## src/rtl/systolic_pkg.sv

```systemverilog
`default_nettype none
// ============================================================================
// Module : systolic_pkg
// Brief  : Shared sizing helpers, FSM state and row type for the systolic path.
// Rev    : 1.0 - initial release
// ============================================================================
package systolic_pkg;

    localparam int DEF_MATRIX_SIZE = 2;
    localparam int DEF_DATA_SIZE   = 32;
    localparam int DEF_FIFO_DEPTH  = 4;

    function automatic int row_idx_w(input int m);
        return (m > 1) ? $clog2(m) : 1;
    endfunction

    function automatic int ptr_w(input int d);
        return $clog2(d) + 1;
    endfunction

    localparam int ROW_IDX_W = row_idx_w(DEF_MATRIX_SIZE);
    localparam int PTR_W     = ptr_w(DEF_FIFO_DEPTH);

    typedef enum logic [1:0] {
        IDLE    = 2'd0,
        COLLECT = 2'd1,
        DRAINED = 2'd2
    } state_t;

    typedef struct packed {
        logic [ROW_IDX_W-1:0]                       row;
        logic [DEF_MATRIX_SIZE*DEF_DATA_SIZE-1:0]   data;
    } row_entry_t;

endpackage
`default_nettype wire

```

## src/rtl/sync_fifo.sv

```systemverilog
`default_nettype none
// ============================================================================
// Module : sync_fifo
// Brief  : Show-ahead synchronous FIFO with flush; read data is zero when empty.
// Rev    : 1.0 - initial release
// ============================================================================
module sync_fifo
    import systolic_pkg::*;
#(
    parameter int WIDTH = 8,
    parameter int DEPTH = 4
) (
    input  logic             clk,
    input  logic             reset,
    input  logic             i_clear,
    input  logic             i_push,
    input  logic [WIDTH-1:0] i_push_data,
    input  logic             i_pop,
    output logic [WIDTH-1:0] o_pop_data,
    output logic             o_full,
    output logic             o_empty
);

    localparam int c_ptr_w  = ptr_w(DEPTH);
    localparam int c_addr_w = c_ptr_w - 1;

    logic [WIDTH-1:0]   r_mem [DEPTH];
    logic [c_ptr_w-1:0] r_wr_ptr;
    logic [c_ptr_w-1:0] r_rd_ptr;
    logic               w_do_push;
    logic               w_do_pop;

    assign o_empty = (r_wr_ptr == r_rd_ptr);
    assign o_full  = (r_wr_ptr[c_addr_w] != r_rd_ptr[c_addr_w]) &&
                     (r_wr_ptr[c_addr_w-1:0] == r_rd_ptr[c_addr_w-1:0]);

    // A push into a full FIFO is legal when the head leaves in the same cycle.
    assign w_do_push = i_push & ~i_clear & (~o_full | i_pop);
    assign w_do_pop  = i_pop & ~i_clear & ~o_empty;

    assign o_pop_data = o_empty ? '0 : r_mem[r_rd_ptr[c_addr_w-1:0]];

    always_ff @(posedge clk or negedge reset) begin
        if (!reset) begin
            r_wr_ptr <= '0;
            r_rd_ptr <= '0;
        end else if (i_clear) begin
            r_wr_ptr <= '0;
            r_rd_ptr <= '0;
        end else begin
            if (w_do_push) r_wr_ptr <= r_wr_ptr + c_ptr_w'(1);
            if (w_do_pop)  r_rd_ptr <= r_rd_ptr + c_ptr_w'(1);
        end
    end

    always_ff @(posedge clk) begin
        if (w_do_push) r_mem[r_wr_ptr[c_addr_w-1:0]] <= i_push_data;
    end

endmodule
`default_nettype wire

```

## src/rtl/result_deskew.sv

```systemverilog
`default_nettype none
// ============================================================================
// Module : result_deskew
// Brief  : Re-aligns skewed column results into rows and hands them off.
// Rev    : 1.0 - initial release
// ============================================================================
module result_deskew
    import systolic_pkg::*;
#(
    parameter int MATRIX_SIZE = 2,
    parameter int DATA_SIZE   = 32,
    parameter int FIFO_DEPTH  = 4
) (
    input  logic                                 clk,
    input  logic                                 reset,
    input  logic                                 general_enable,
    input  logic                                 start,
    input  logic [MATRIX_SIZE-1:0]               col_valid,
    input  logic [MATRIX_SIZE*DATA_SIZE-1:0]     col_data,
    output logic                                 out_valid,
    input  logic                                 out_ready,
    output logic [MATRIX_SIZE*DATA_SIZE-1:0]     out_data,
    output logic [row_idx_w(MATRIX_SIZE)-1:0]    out_row,
    output logic                                 done,
    output logic                                 overflow,
    output logic                                 skew_error
);

    localparam int c_row_w    = row_idx_w(MATRIX_SIZE);
    localparam int c_cnt_w    = $clog2(MATRIX_SIZE + 1);
    localparam int c_row_bits = MATRIX_SIZE * DATA_SIZE;

    typedef struct packed {
        logic [c_row_w-1:0]    row;
        logic [c_row_bits-1:0] data;
    } row_t;

    logic [MATRIX_SIZE-1:0] w_al_vld;
    logic [c_row_bits-1:0]  w_al_data;

    // Column j is delayed MATRIX_SIZE-1-j advance steps so all columns of a row line up.
    for (genvar j = 0; j < MATRIX_SIZE; j++) begin : g_col
        localparam int c_depth = MATRIX_SIZE - 1 - j;
        if (c_depth == 0) begin : g_nodly
            assign w_al_vld[j]                        = col_valid[j];
            assign w_al_data[j*DATA_SIZE +: DATA_SIZE] = col_data[j*DATA_SIZE +: DATA_SIZE];
        end else begin : g_dly
            logic [DATA_SIZE-1:0] r_dat [c_depth];
            logic [c_depth-1:0]   r_vld;

            always_ff @(posedge clk or negedge reset) begin
                if (!reset) begin
                    r_vld <= '0;
                end else if (start) begin
                    r_vld <= '0;
                end else if (general_enable) begin
                    r_vld[0] <= col_valid[j];
                    for (int k = 1; k < c_depth; k++) r_vld[k] <= r_vld[k-1];
                end
            end

            always_ff @(posedge clk) begin
                if (general_enable) begin
                    r_dat[0] <= col_data[j*DATA_SIZE +: DATA_SIZE];
                    for (int k = 1; k < c_depth; k++) r_dat[k] <= r_dat[k-1];
                end
            end

            assign w_al_vld[j]                        = r_vld[c_depth-1];
            assign w_al_data[j*DATA_SIZE +: DATA_SIZE] = r_dat[c_depth-1];
        end
    end

    state_t             r_state;
    state_t             w_state_nxt;
    logic               w_collecting;
    logic [c_cnt_w-1:0] r_push_cnt;
    logic [c_cnt_w-1:0] r_pop_cnt;
    logic               r_done;
    logic               r_overflow;
    logic               r_skew_error;

    logic w_all;
    logic w_any;
    logic w_pop;
    logic w_quota_left;
    logic w_push;
    logic w_ovf_evt;
    logic w_skew_evt;
    logic w_final_pop;
    logic w_fifo_full;
    logic w_fifo_empty;
    row_t w_fifo_wr;
    row_t w_fifo_rd;

    assign w_all        = general_enable & (&w_al_vld);
    assign w_any        = general_enable & (|w_al_vld);
    assign w_pop        = out_valid & out_ready;
    assign w_quota_left = (r_push_cnt != c_cnt_w'(MATRIX_SIZE));
    assign w_push       = ~start & w_collecting & w_all & w_quota_left & (~w_fifo_full | w_pop);
    assign w_ovf_evt    = ~start & w_collecting & w_all & w_quota_left & w_fifo_full & ~w_pop;
    // Partial rows, rows outside a job and rows beyond the job quota are all skew faults.
    assign w_skew_evt   = ~start & ((w_any & ~w_all) | (w_all & (~w_collecting | ~w_quota_left)));
    assign w_final_pop  = w_pop & (r_pop_cnt == c_cnt_w'(MATRIX_SIZE - 1));

    assign w_fifo_wr.row  = r_push_cnt[c_row_w-1:0];
    assign w_fifo_wr.data = w_al_data;

    sync_fifo #(
        .WIDTH ($bits(row_t)),
        .DEPTH (FIFO_DEPTH)
    ) u_fifo (
        .clk         (clk),
        .reset       (reset),
        .i_clear     (start),
        .i_push      (w_push),
        .i_push_data (w_fifo_wr),
        .i_pop       (w_pop),
        .o_pop_data  (w_fifo_rd),
        .o_full      (w_fifo_full),
        .o_empty     (w_fifo_empty)
    );

    assign out_valid  = ~w_fifo_empty;
    assign out_data   = w_fifo_rd.data;
    assign out_row    = w_fifo_rd.row;
    assign done       = r_done;
    assign overflow   = r_overflow;
    assign skew_error = r_skew_error;

    always_ff @(posedge clk or negedge reset) begin
        if (!reset) r_state <= IDLE;
        else        r_state <= w_state_nxt;
    end

    always_comb begin
        w_state_nxt = r_state;
        case (r_state)
            IDLE:    if (start) w_state_nxt = COLLECT;
            COLLECT: if (!start && w_final_pop) w_state_nxt = DRAINED;
            DRAINED: if (start) w_state_nxt = COLLECT;
            default: w_state_nxt = IDLE;
        endcase
    end

    always_comb begin
        w_collecting = 1'b0;
        if (r_state == COLLECT) w_collecting = 1'b1;
    end

    always_ff @(posedge clk or negedge reset) begin
        if (!reset) begin
            r_push_cnt   <= '0;
            r_pop_cnt    <= '0;
            r_done       <= 1'b0;
            r_overflow   <= 1'b0;
            r_skew_error <= 1'b0;
        end else if (start) begin
            r_push_cnt   <= '0;
            r_pop_cnt    <= '0;
            r_done       <= 1'b0;
            r_overflow   <= 1'b0;
            r_skew_error <= 1'b0;
        end else begin
            if (w_push)      r_push_cnt   <= r_push_cnt + c_cnt_w'(1);
            if (w_pop)       r_pop_cnt    <= r_pop_cnt + c_cnt_w'(1);
            if (w_final_pop) r_done       <= 1'b1;
            if (w_ovf_evt)   r_overflow   <= 1'b1;
            if (w_skew_evt)  r_skew_error <= 1'b1;
        end
    end

endmodule
`default_nettype wire

```

## config.mk

```make
export PLATFORM = sky130hd
export DESIGN_NAME = result_deskew
export DESIGN_NICKNAME = d
export VERILOG_FILES = /design/src/rtl/systolic_pkg.sv /design/src/rtl/sync_fifo.sv /design/src/rtl/result_deskew.sv
export SDC_FILE = /design/constraint.sdc
export NUM_CORES = 1
export LEC_CHECK = 0
export CAP_MARGIN = 10
export CORE_UTILIZATION = 48
export CTS_CLUSTER_SIZE = 28
export DETAILED_ROUTE_END_ITERATION = 12
export PLACE_DENSITY_LB_ADDON = 0.25
export SYNTH_ARGS = -nofsm -noshare
export SYNTH_HDL_FRONTEND = slang
export SYNTH_SLANG_ARGS = --single-unit
```

## constraint.sdc

```tcl
create_clock -name clk -period 18.9 [get_ports clk]
set_clock_uncertainty 0.05 [all_clocks]
set_input_delay 3.78 -clock clk [delete_from_list [all_inputs] [get_ports clk]]
set_output_delay 3.78 -clock clk [all_outputs]
set_load 0.01 [all_outputs]
```

==> results.yml <==
run_status:
  status: "completed"
detailed_routing:
  vias: 5438
  drc_errors: 0
  drtIter0Drc: 266
  wl_per_cell_um: 20.08
  ant_nets: 0
  routed_wl_um: 20850
  vias_per_cell: 5.239
  drt_first_pass_iters: 4
placement:
  place_congestion: 0.7001
  place_inst: 979
  dp_hpwl_um: 11760
  preCtsSetupSlack_ns: 11.68
  numPortBuffers: 139
cts:
  clk_latency_ns: 0.55
  clkSinkCount: 308
  cts_buffers: 31
  hold_buffers: 0
  clk_path_buf_depth: 3
  cts_tree: "built"
  htreeDepth: 1
  postCtsSetupBuffers: 0
  clk_pin_slew_ns: 0.06
  clockRootBuffer: "clkbuf_16"
  cts_resized: 0
sta:
  rsz0062_at_grt: "no"
  max_clock_freq_mhz: 135.6
  worstMarginPinSlew_ns: 1.032
  finalMaxSlewViolations: 0
  setup_viol: 0
  fin_setup_tns_ns: 0
  period_minus_slack_ns: 7.377
  hold_viol_final: 0
  period_share_pct: 39.03
  fin_ws_ns: 11.52
  max_slew_margin_pct: 31.22
layout:
  seqCellArea_mm2: 0.009176
  utilization_pct: 60.84
  drive_gt1_share_pct: 18.50
  multi_input_area_mm2: 0.002382
  final.fill_count: 1767
  antenna-diode-count: 0
  areaGrowthSynthToFinish_pct: 23.38
  nets: 772
  layoutNonFillerInstCount: 1038
pwr:
  p_leak_nw: 4.638
  p_total_w: 0.001401
  ir_drop_mv: 0.08703
  power_density_mw_per_mm2: 97.23
global_routing:
  grt_pass1_vias: 5888
  grt_pass1_wl_um: 32540
  grt_max_degree: 70
  antenna_found_initial: 2
  grt_usage_pct: 17.48
  globalRouteOverflowTotal: 0
floorplan:
  die_y_um: 158.0
  start_util_pct: 49.31
  coreArea_mm2: 0.02368
  num_io_pins: 140
  core.rowCount: 56
  chipWidth_um: 158.0
  die_area_mm2: 0.02496
critical_path:
  reg2reg_depth: 5
  reg2reg_slack_ns: 15.53
  crit_required_ns: 15.07
  startpoint_type: "flip-flop"
  end_kind: "output port"
  arrival_ns: 3.55
  endpoint: "out_data[49]"
  timing.rr.start: "u_fifo.r_rd_ptr[1]"
  r2r-end: "u_fifo.r_mem[2][62]"
  critPathMaxFanout: 68
  startpoint: "u_fifo.r_rd_ptr[1]"
  criticalPathCategory: "reg2out"
synthesis:
  synth_edf_count: 292
  synth_async_sr_flop_share_pct: 5.195
  synth.avg_cell_area_um2: 21.75
  synth_seq_cells: 308
  yosysSeqAreaShare_pct: 78.51
  yosysWarnings: 0
  post_synth_instance_area_mm2: 0.01168
  ys_types: 37
  syn-num-nets: 615
  synthCells: 537
  synth_flop_cell: "edfxtp_1"
worst_hold_path:
  hold_class: "reg2reg"
flow_run:
  maxCapViolCount: 0
-- registers in the layout (all words and copies together) (netlist names) --
signal,count
done,1
g_col.g_dly.r_dat,32
g_col.g_dly.r_vld,1
overflow,1
r_pop_cnt,2
r_push_cnt,2
r_state,2
skew_error,1
u_fifo.r_mem,260
u_fifo.r_rd_ptr,3
u_fifo.r_wr_ptr,3
-- final cells by class --
type / instances / area share (%)
Sequential cell: 308 / 63.69
Multi-Input combinational cell: 196 / 16.53
Timing Repair Buffer: 150 / 10.28
Clock buffer: 38 / 5.566
Tap cell: 319 / 2.770
Clock inverter: 20 / 0.9812
Inverter: 7 / 0.1824
-- cell usage in the layout (no fill, tap or decap), types with 2 or more instances in the layout --
master,instances
xor2_1,5
nand2b_1,2
nor2_1,12
nor3b_2,4
and2_1,65
mux2_2,3
dfrtp_4,2
clkinv_2,7
a31oi_1,2
ha_1,7
inv_1,7
nand2_1,3
bufinv_16,2
mux2i_1,2
nor2b_1,3
mux4_2,65
dfrtp_1,14
clkbuf_16,31
clkbuf_1,7
or3_1,2
edfxtp_1,292
clkdlybuf4s50_1,138
clkinv_1,10
buf_4,10
a21oi_1,5
-- per-layer routing --
| layer | wire length [um] | global-route usage, % |
|---|---|---|
| met1 | 8979 | 23.03 |
| met2 | 10390 | 30.19 |
| met3 | 1046 | 3.285 |
| met4 | 416 | 4.212 |
| met5 | 13 | 0 |
-- worst max-delay path, stage by stage, from the launching register on --
cell and delay (ns):
dfrtp_4 1.12, xor2_1 0.24, or3_2 0.67, buf_12 0.24
and2_1 0.21, clkdlybuf4s50_1 0.48
-- synthesized netlist by cell type (2+ instances only) --
| cell | number | area (um^2) |
|---|---|---|
| a21oi_1 | 5 | 25.02 |
| a31oi_1 | 2 | 12.51 |
| and2_1 | 65 | 406.6 |
| buf_2 | 8 | 40.04 |
| buf_4 | 2 | 15.01 |
| clkbuf_1 | 14 | 52.55 |
| dfrtp_1 | 16 | 400.4 |
| edfxtp_1 | 292 | 8768 |
| ha_1 | 7 | 87.58 |
| inv_1 | 7 | 26.28 |
| mux2_2 | 3 | 33.78 |
| mux2i_1 | 2 | 20.02 |
| mux4_2 | 65 | 1464 |
| nand2_1 | 3 | 11.26 |
| nand2b_1 | 2 | 12.51 |
| nor2_1 | 12 | 45.04 |
| nor2b_1 | 3 | 18.77 |
| nor3b_1 | 4 | 30.03 |
| or3_1 | 3 | 18.77 |
| xor2_1 | 5 | 43.79 |
-- cells by family (layout without fill, tap and decap cells) --
family | after synthesis | count (layout) | share of synthesized area, %
AO/OA/AOI/OAI | 12 | 12 | 0.6856
XOR/XNOR | 6 | 6 | 0.4500
adder cells (fa/ha/maj) | 7 | 7 | 0.7499
buffers and inverters | 33 | 215 | 1.275
flip-flops | 308 | 308 | 78.51
multiplexers | 71 | 71 | 13.12
AND/OR/NAND/NOR | 100 | 100 | 5.207
-- stage by stage --
stage	area, um^2	hold WS [ns]
6_report	14410	0.4401
3_3_place_gp	13450	0.4065
3_5_place_dp	13450	0.4355
4_1_cts	14390	0.4330
2_1_floorplan	11680	0.3949
5_1_grt	14410	0.4550
-- power breakdown --
part           total (W)  internal, W  switching, W
registers       0.000767     0.000758    0.00000882
logic          0.0000712    0.0000420     0.0000293
clock network   0.000563     0.000326      0.000237
total            0.00140      0.00113      0.000275
-- worst min-delay path by stage --
stage / slack [ns] / to / startpoint / cells after the start
after global placement: 0.41 / r_state[0] / r_state[1] / 1
after global routing: 0.46 / u_fifo.r_mem[2][4] / g_col[0].g_dly.r_dat[0][4] / 0
after floorplan: 0.39 / r_state[0] / r_state[1] / 1
final: 0.44 / u_fifo.r_mem[3][2] / g_col[0].g_dly.r_dat[0][2] / 0
after CTS: 0.43 / u_fifo.r_mem[3][2] / g_col[0].g_dly.r_dat[0][2] / 0
after detailed placement: 0.44 / u_fifo.r_mem[1][10] / g_col[0].g_dly.r_dat[0][10] / 0
(Power assumes the default switching activity.)
==> edit: new RTL, config.mk and constraints unchanged <==
Register the output `overflow` once more, cleared by the reset; this adds one clock of latency there. The other outputs are not delayed to match.
--- a/src/rtl/result_deskew.sv
+++ b/src/rtl/result_deskew.sv
@@ -127,3 +127,9 @@
     assign done       = r_done;
-    assign overflow   = r_overflow;
+    always_ff @(posedge clk or negedge reset) begin
+        if (!reset) begin
+            overflow <= '0;
+        end else begin
+            overflow <= r_overflow;
+        end
+    end
     assign skew_error = r_skew_error;
Behaviour: same outputs for any inputs over 4 cycles, from zero or initial values and one cycle with reset low; that may be too few to reach the edited logic, so the function may still have changed.
==> edit against the original RTL <==
  * Wire length is 0.14% lower
  * First-iteration DRC count up 4.1%
  * Design area is 0.17% higher
  * Maximum frequency down 0.83%
  * Core utilization rose by 0.11 points
  * Sequential share of layout area increased by 0.063 points
  * Synthesized area increased by 0.21%
  * Non-clock buffer count is the same
  * Worst setup slack got worse by 0.061 ns
  * Via count up 1.6%
  * Power hardly changed
  * Count of clock-buffer cells in the layout decreased by 4
  * Sequential cell count grew 1
  * Critical endpoint is now out_data[22]
  * Highest routed layer is now met4
==> edit: results (changes against the original RTL) <==
[outcome]
outcome=finished, final reports clean

[timing]
setup_slack_ns=11.46  ; -0.0614 ns
timing.hold.ws_ns=0.352  ; -0.0878 ns
slew_headroom_pct=28.0  ; -3.2 points

[hold_path]
holdPathEnd=overflow$_DFF_PN0_
min_from=r_overflow$_DFFE_PN0P_

[synth]
syn-num-nets=616  ; +0.16%
ys_top_cells_by_count=edfxtp_1, and2_1, mux4_2
syn_area_per_cell_um2=21.8  ; about the same
ys_seq_area_share_pct=78.6  ; about the same
yosys-top-cells-area=edfxtp_1, mux4_2, dfrtp_1

[critical_path]
cp.arrival_ns=3.61  ; +0.06 ns
r2r_slack_ns=15.78  ; +0.25 ns

[power]
seq_power_mw=0.768  ; about the same
swShare_pct=19.6  ; +0.045 points

[routing]
wl_um=20800  ; -0.14%
drt_iter0_markers=277  ; +4.1%
dr.pass1.iters=5  ; +1
top_layer=met4
wl_met2_um=10400  ; +0.40%

[global_routing]
track_usage_pct=17.4  ; -0.088 points
grt_pass1_vias=5881  ; -0.12%
gr-usage-met1_pct=22.6  ; -0.45 points
antenna_found_initial=0  ; -2

[placement]
place_area_um2=13500  ; +0.19%
dpl_worst_slack_ns=11.73  ; +0.0513 ns

[cells_and_area]
drive_above_1_share_pct=18.2  ; -0.28 points

-- edit: area by class of cell --
| class | count | area (um2) |
|---|---|---|
| well taps | 319 | 399 |
| repair buffers | 150 | 1480 |
| flip-flops and latches | 309 | 9200 |
| fillers | 1756 | 9250 |
| clock inverters | 23 | 156 |
| inverters | 7 | 26.3 |
| multi-input cells | 196 | 2380 |
| clock buffers | 34 | 787 |
-- edit: cell families after synthesis --
group           share of synthesized area, %
compound gates                         0.684
xor+xnor                               0.449
fa+ha+maj                              0.748
buf+inv                                 1.27
flops                                   78.6
mux                                     13.1
simple gates                            5.20
-- edit: how the worst max path moves through the flow --
| stage | end | cells past startpoint |
|---|---|---|
| 2_1_floorplan | u_fifo.r_mem[0][0]$_DFFE_PP_ | 4 |
| 3_3_place_gp | out_data[16] | 4 |
| 3_5_place_dp | out_data[16] | 4 |
| 4_1_cts | out_data[16] | 4 |
| 5_1_grt | out_data[16] | 5 |
| 6_report | out_data[22] | 5 |
